[src/rtl/fix_length_packets2bytes.sv]
// Serializes 32-bit Avalon-ST words into bytes, MSB byte first, with 1 byte/cycle throughput.
// Define FRAME_CHECK_EN to enable the fixed-length framing checker and error counters.
module fix_length_packets2bytes #(
   parameter int WORDS_PER_PACKET = 64
) (
   input  logic        clock_clk,
   input  logic        reset_reset,
   input  logic [31:0] asi_in0_data,
   input  logic        asi_in0_valid,
   output logic        asi_in0_ready,
   input  logic        asi_in0_startofpacket,
   input  logic        asi_in0_endofpacket,
   input  logic [1:0]  asi_in0_empty,
   output logic [7:0]  aso_out0_data,
   output logic        aso_out0_valid,
   input  logic        aso_out0_ready,
   output logic        coe_frame_err,
   output logic [15:0] coe_err_count,
   output logic [15:0] coe_pkt_count
);

   logic        hold_valid;
   logic [31:0] hold_data;
   logic [1:0]  byte_index;
   logic        accept;
   logic        out_xfer;
   logic        fwd;
   logic        pkt_done;

   assign asi_in0_ready  = !reset_reset && (!hold_valid || (byte_index == 2'd3 && aso_out0_ready));
   assign accept         = asi_in0_valid && asi_in0_ready;
   assign out_xfer       = hold_valid && aso_out0_ready;
   assign aso_out0_valid = hold_valid;

   always_comb begin
      case (byte_index)
         2'd0:    aso_out0_data = hold_data[31:24];
         2'd1:    aso_out0_data = hold_data[23:16];
         2'd2:    aso_out0_data = hold_data[15:8];
         default: aso_out0_data = hold_data[7:0];
      endcase
   end

   always_ff @(posedge clock_clk) begin
      if (reset_reset) begin
         hold_valid <= 1'b0;
         hold_data  <= '0;
         byte_index <= 2'd0;
      end else begin
         if (out_xfer) begin
            if (byte_index == 2'd3) hold_valid <= 1'b0;
            byte_index <= byte_index + 2'd1;
         end
         // NOTE: the later non-blocking load overrides the drain above, giving a bubble-free refill.
         if (accept && fwd) begin
            hold_valid <= 1'b1;
            hold_data  <= asi_in0_data;
            byte_index <= 2'd0;
         end
      end
   end

   always_ff @(posedge clock_clk) begin
      if (reset_reset)   coe_pkt_count <= '0;
      else if (pkt_done) coe_pkt_count <= coe_pkt_count + 16'd1;
   end

`ifdef FRAME_CHECK_EN
   localparam logic [0:0]  IDLE     = 1'b0;
   localparam logic [0:0]  IN_PKT   = 1'b1;
   localparam logic [12:0] LAST_CNT = 13'(WORDS_PER_PACKET - 1);

   logic [0:0]  state, state_nxt;
   logic [12:0] word_cnt, cnt_nxt;
   logic        err_now;
   logic        unused_ok;

   assign unused_ok = ^asi_in0_empty;

   // NOTE: every output of this block gets a default first so no latch is inferred.
   always_comb begin
      state_nxt = state;
      cnt_nxt   = word_cnt;
      fwd       = 1'b1;
      err_now   = 1'b0;
      pkt_done  = 1'b0;
      if (accept) begin
         if (state == IDLE) begin
            if (asi_in0_startofpacket) begin
               if (asi_in0_endofpacket) begin
                  err_now = 1'b1;
               end else begin
                  state_nxt = IN_PKT;
                  cnt_nxt   = 13'd1;
               end
            end else begin
               fwd     = 1'b0;
               err_now = 1'b1;
            end
         end else if (asi_in0_startofpacket) begin
            err_now = 1'b1;
            if (asi_in0_endofpacket) begin
               state_nxt = IDLE;
               cnt_nxt   = 13'd0;
            end else begin
               cnt_nxt = 13'd1;
            end
         end else if (asi_in0_endofpacket || word_cnt == LAST_CNT) begin
            state_nxt = IDLE;
            cnt_nxt   = 13'd0;
            if (asi_in0_endofpacket && word_cnt == LAST_CNT) pkt_done = 1'b1;
            else                                             err_now  = 1'b1;
         end else begin
            cnt_nxt = word_cnt + 13'd1;
         end
      end
   end

   always_ff @(posedge clock_clk) begin
      if (reset_reset) begin
         state         <= IDLE;
         word_cnt      <= 13'd0;
         coe_frame_err <= 1'b0;
         coe_err_count <= '0;
      end else begin
         state         <= state_nxt;
         word_cnt      <= cnt_nxt;
         coe_frame_err <= err_now;
         if (err_now && coe_err_count != 16'hFFFF) coe_err_count <= coe_err_count + 16'd1;
      end
   end
`else
   logic unused_ok;

   assign unused_ok     = ^{asi_in0_empty, asi_in0_startofpacket};
   assign fwd           = 1'b1;
   assign pkt_done      = accept && asi_in0_endofpacket;
   assign coe_frame_err = 1'b0;
   assign coe_err_count = 16'd0;
`endif

endmodule

[config.mk]
export PLATFORM = sky130hd
export DESIGN_NAME = fix_length_packets2bytes
export DESIGN_NICKNAME = d
export VERILOG_FILES = /design/src/rtl/fix_length_packets2bytes.sv
export SDC_FILE = /design/constraint.sdc
export NUM_CORES = 1
export LEC_CHECK = 0
export CORE_MARGIN = 3
export CORE_UTILIZATION = 49
export DETAILED_ROUTE_END_ITERATION = 8
export HOLD_SLACK_MARGIN = 0.12
export PLACE_DENSITY = 0.85
export SYNTH_ARGS = -nofsm -noshare
export SYNTH_HDL_FRONTEND = slang
export SYNTH_SLANG_ARGS = --single-unit
[constraint.sdc]
create_clock -name clock_clk -period 3.9 [get_ports clock_clk]
set_clock_uncertainty 0.2 [all_clocks]
set_input_delay 0.78 -clock clock_clk [delete_from_list [all_inputs] [get_ports clock_clk]]
set_output_delay 0.78 -clock clock_clk [all_outputs]
set_load 0.05 [all_outputs]
After elaboration in Yosys (flattened, before gate mapping)

Index checks and enable logic that the tools add are counted.

Output and inout bits: 43
Logic and storage cells: 26
Register bits: 51
Input port bits: 40

Reduce and logical (&&, ||, !) cells: 13
Equality and inequality tests: 3
Add/sub/neg operators: 2
Multiplexer cells: 4

Operators by type and width:

| operator                                            | number |
|---|---|
| one-hot mux 8 bit (3 select lines)                  | 1 |
| adder 16 x 1 -> 16 bit, second input constant       | 1 |
| logical AND 1 bit                                   | 5 |
| equality test 2 bit, second input constant          | 2 |
| nonzero test 2 bit                                  | 2 |
| 2-to-1 mux 1 bit                                    | 3 |
| adder 2 x 1 -> 2 bit, second input constant         | 1 |
| equality test 2 x 1 -> 1 bit, second input constant | 1 |
| logical NOT 1 bit                                   | 2 |
| logical NOT 2 bit                                   | 1 |
| AND reduction 2 bit                                 | 1 |
| OR reduction 2 bit                                  | 1 |
| logical OR 1 bit                                    | 1 |

Depth between registers and ports, before layout

Depth in word-level cells: 7
Mapped depth: 8
Mapped depth without buffers: 5

Worst setup path after synthesis

Ideal clock, no wire load.

Path kind: in2out
Start: input port reset_reset
End: output port asi_in0_ready
Arrival time: 1.972 ns
Cell stages on the path: 4
Buffers on the path: 3
Path slack: 0.948 ns
Data required time: 2.920 ns
Path through: clkbuf_1 > clkbuf_8 > clkbuf_1 > nor2_1

Cells in the longest elaborated chain, start to end: 2

Ends and longest elaborated chain:

| element           | RTL line | source |
|---|---|---|
| start, declared   | 7        | `input logic reset_reset,` |
| logical NOT 1 bit | 30       | `assign asi_in0_ready = !reset_reset && (!hold_valid \|\| (byte_index == 2'd3 && aso_out0_ready));` |
| logical AND 1 bit | 30       |  |
| end, declared     | 10       | `output logic asi_in0_ready,` |

Every way passes these cells.

Final worst setup path

Start: register byte_index[0]
End: output port aso_out0_data[5]

Cells in the longest elaborated chain, start to end: 2
Elaborated cells on any way between the ends: 4
Classes of those cells: 2 x eq/ne; 1 x mux; 1 x reduce/logical

Ends and longest elaborated chain:

| element                                     | RTL line | source |
|---|---|---|
| start, declared                             | 24       | `logic [1:0] byte_index;` |
| start signal, assigned                      | 52       | `byte_index <= byte_index + 2'd1;` |
| equality test 2 bit (tied with other cells) | 36       | `case (byte_index)` |
| one-hot mux 8 bit (3 select lines) *        | 36       |  |
| end, declared                               | 14       | `output logic [7:0] aso_out0_data,` |

Every way passes the cells marked *; elsewhere a longest branch is shown, timed or not.

==> results.json <==
{
  "tritoncts": "built",
  "floorplan.die_area_mm2": 0.005842,
  "post-synth-top-count-cell": "sky130_fd_sc_hd__dfxtp_1",
  "hold_fix_buffer_count_after_cts": 0,
  "tns_ns": 0,
  "worstSetupStartpointType": "register",
  "drt_iter0_markers": 183,
  "routed_wire_length_um": 5220,
  "post_drt_via_cell_ratio": 5.042,
  "critical_path_buf_inv_count": 2,
  "max_slew_margin_pct": 61.41,
  "global_route.usage.met3_pct": 4.492,
  "worst-endpoint-required_ns": 2.92,
  "grt_pass1_vias": 1737,
  "initial_core_util_pct": 53.26,
  "gp_congestion": 0.8558,
  "rsz0062_at_grt": "false",
  "antenna_violating_nets_post_route": 0,
  "netlist_top_cells_area": "sky130_fd_sc_hd__dfxtp_1 42%, sky130_fd_sc_hd__nand2b_1 6.7%, sky130_fd_sc_hd__o21ai_0 6.2%, sky130_fd_sc_hd__nand2_1 5.9%, sky130_fd_sc_hd__buf_4 5.2%",
  "worst-setup-path-type": "reg -> out",
  "netlist.top_cell.by_area": "sky130_fd_sc_hd__dfxtp_1",
  "max-vdd-ir-drop_v": 0.0001787,
  "synth_top_area_share_pct": 42.00,
  "cp_slowest_cell": "sky130_fd_sc_hd__clkdlybuf4s50_1",
  "post_drt_wl_per_cell_um": 13.02,
  "worst_setup_hold_path_clk_slew_ns": 0.08,
  "synth.lib_cells_used.distinct": 34,
  "timing.hold.ws_ns": 0.2723,
  "cts_num_sinks": 51,
  "final_nets": 381,
  "timing.final.ws_setup_ns": 0.4165,
  "slew_violations": 0,
  "layout.cells.non_filler": 401,
  "end_kind": "output port",
  "grt_max_degree": 67,
  "area_delta_synth_final_pct": 27.12,
  "worst_skew_pair.late_latency_ns": 0.30,
  "final-hold-violation-count": 0,
  "synth_enable_flop_cells": 0,
  "grt_util_all_layers_pct": 17.52,
  "antennaDiodeCount": 0,
  "grt_pass1_wl_um": 8376,
  "fp.dieW_um": 76.44,
  "max_freq_ghz": 0.2871,
  "cp_cell_instances": "inv_1 > ha_1 > a222oi_1 > mux2i_1 > clkdlybuf4s50_1",
  "post-route-period-util_pct": 89.32,
  "arrival_ns": 2.50,
  "placement.setup.worst_slack_ns": 0.7904,
  "hp-class": "reg -> reg",
  "remaining_drc_errors": 0,
  "cts_setup_buffers": 0,
  "antenna_found_initial": 0,
  "dp_hpwl_um": 3742,
  "cpLargestDelayFamily": "buffers and inverters",
  "report.final.setup_viol": 0,
  "ys_warn_count": 0,
  "critPathMaxFanout": 8,
  "grt_busiest_layer": "met2",
  "max_slew.worst_pin.slew_ns": 0.5789,
  "dp.cells": 394,
  "global_route.usage.met1_pct": 22.17,
  "synth_top_flop_cell": "sky130_fd_sc_hd__dfxtp_1",
  "postSynthRegisterBits": 51,
  "async_set_or_reset_flop_fraction_in_the_synthesized_netlist_pct": 0,
  "row_count": 24,
  "postSynthCellCount": 284,
  "area_of_the_mapped_netlist_mm2": 0.002431,
  "drt_pre_antenna_iters": 4,
  "drive_gt1_share_pct": 4.762,
  "outcome": "completed",
  "h-tree-depth": 2,
  "report.power.total_mw": 1.058,
  "ctsRootBufferMaster": "sky130_fd_sc_hd__clkbuf_8",
  "min_period_ns": 3.484,
  "cellPowerDensity_mw_per_mm2": 342.2,
  "synth_top_cells_by_count": "51 x sky130_fd_sc_hd__dfxtp_1, 38 x sky130_fd_sc_hd__nand2_1, 30 x sky130_fd_sc_hd__o21ai_0",
  "maxCapViolations": 0,
  "core_mm2": 0.004564,
  "globalRouteOverflowTotal": 0,
  "p_leak_nw": 1.093,
  "post_synth.cell_area_avg_um2": 8.560,
  "max-clock-path-buffers": 2,
  "synth-seq-area-share_pct": 42.00,
  "tritoncts.num_buffers": 5,
  "num_io_pins": 83,
  "grt.met2_usage_pct": 29.70,
  "max_stage_delay_ns": 0.73,
  "number_of_gates_resized_after_cts": 0,
  "port_buffers": 62,
  "dieHeight_um": 76.44,
  "routed-via-count": 2022
}
## report_power, final
group	switching, mW	internal [mW]
registers	0.0125	0.545
logic	0.125	0.0774
clock network	0.158	0.139
## metrics by stage
step	util [%]	cell area, um^2
floorplan	-	2491
global placement	65.79	3003
detailed placement	65.79	3003
CTS	67.71	3090
global route	67.71	3090
finish	67.71	3090
## state kept, by name, summed over array words and instances, names as in the netlist
| signal | cells |
|---|---|
| coe_pkt_count | 16 |
| hold_data | 32 |
| byte_index | 2 |
| aso_out0_valid | 1 |
## cells by family after synthesis
kind of cell / count (synthesis) / share of synthesized area [%]
flip-flops: 51 / 42.00
multiplexers: 11 / 4.581
other: 1 / 0.1543
AND/OR/NAND/NOR: 106 / 22.23
AO/OA/AOI/OAI: 55 / 14.51
XOR/XNOR: 8 / 2.882
adder cells (fa/ha/maj): 5 / 2.573
buffers and inverters: 47 / 11.07
## layout make-up
cell class,count,area [um^2]
Tap cell,65,81.33
Sequential cell,51,1021
Inverter,11,41.29
Fill cell,394,1474
Clock buffer,6,82.58
Timing Repair Buffer,65,653.1
Clock inverter,1,5.005
Multi-Input combinational cell,202,1206
## cells in the final DEF, fill, tap and decap left out, drive strengths merged, types with 8 or more instances in the layout
cell type	Yosys	final
clkdlybuf4s50	0	61
dfxtp	51	51
nand2	38	38
o21ai	30	30
nand2b	26	26
conb	1	17
nor2	15	15
inv	11	11
mux2i	10	10
a222oi	8	8
xnor2	8	8
o31ai	8	8
## metal layers
layer	wire [um]	share of wire, %	up-vias
met5	0	0	-
met4	50	0.96	0
met3	266	5.1	6
met2	2436	47	52
met1	2466	47	925
li1	-	-	1039
## path summary, 6_finish.rpt
path                                                      from                        endpoint  slack, ns  depth (start not counted)
worst max-delay path                byte_index[0]$_SDFFE_PP0P_                aso_out0_data[5]       0.42                          5
worst min-delay path            coe_pkt_count[15]$_SDFFE_PP0P_  coe_pkt_count[15]$_SDFFE_PP0P_       0.27                          1
worst max register to register      byte_index[1]$_SDFFE_PP0P_  coe_pkt_count[11]$_SDFFE_PP0P_       1.25                          5
worst min register to register  coe_pkt_count[15]$_SDFFE_PP0P_  coe_pkt_count[15]$_SDFFE_PP0P_       0.27                          1
Power figures use the tool's default switching activity.
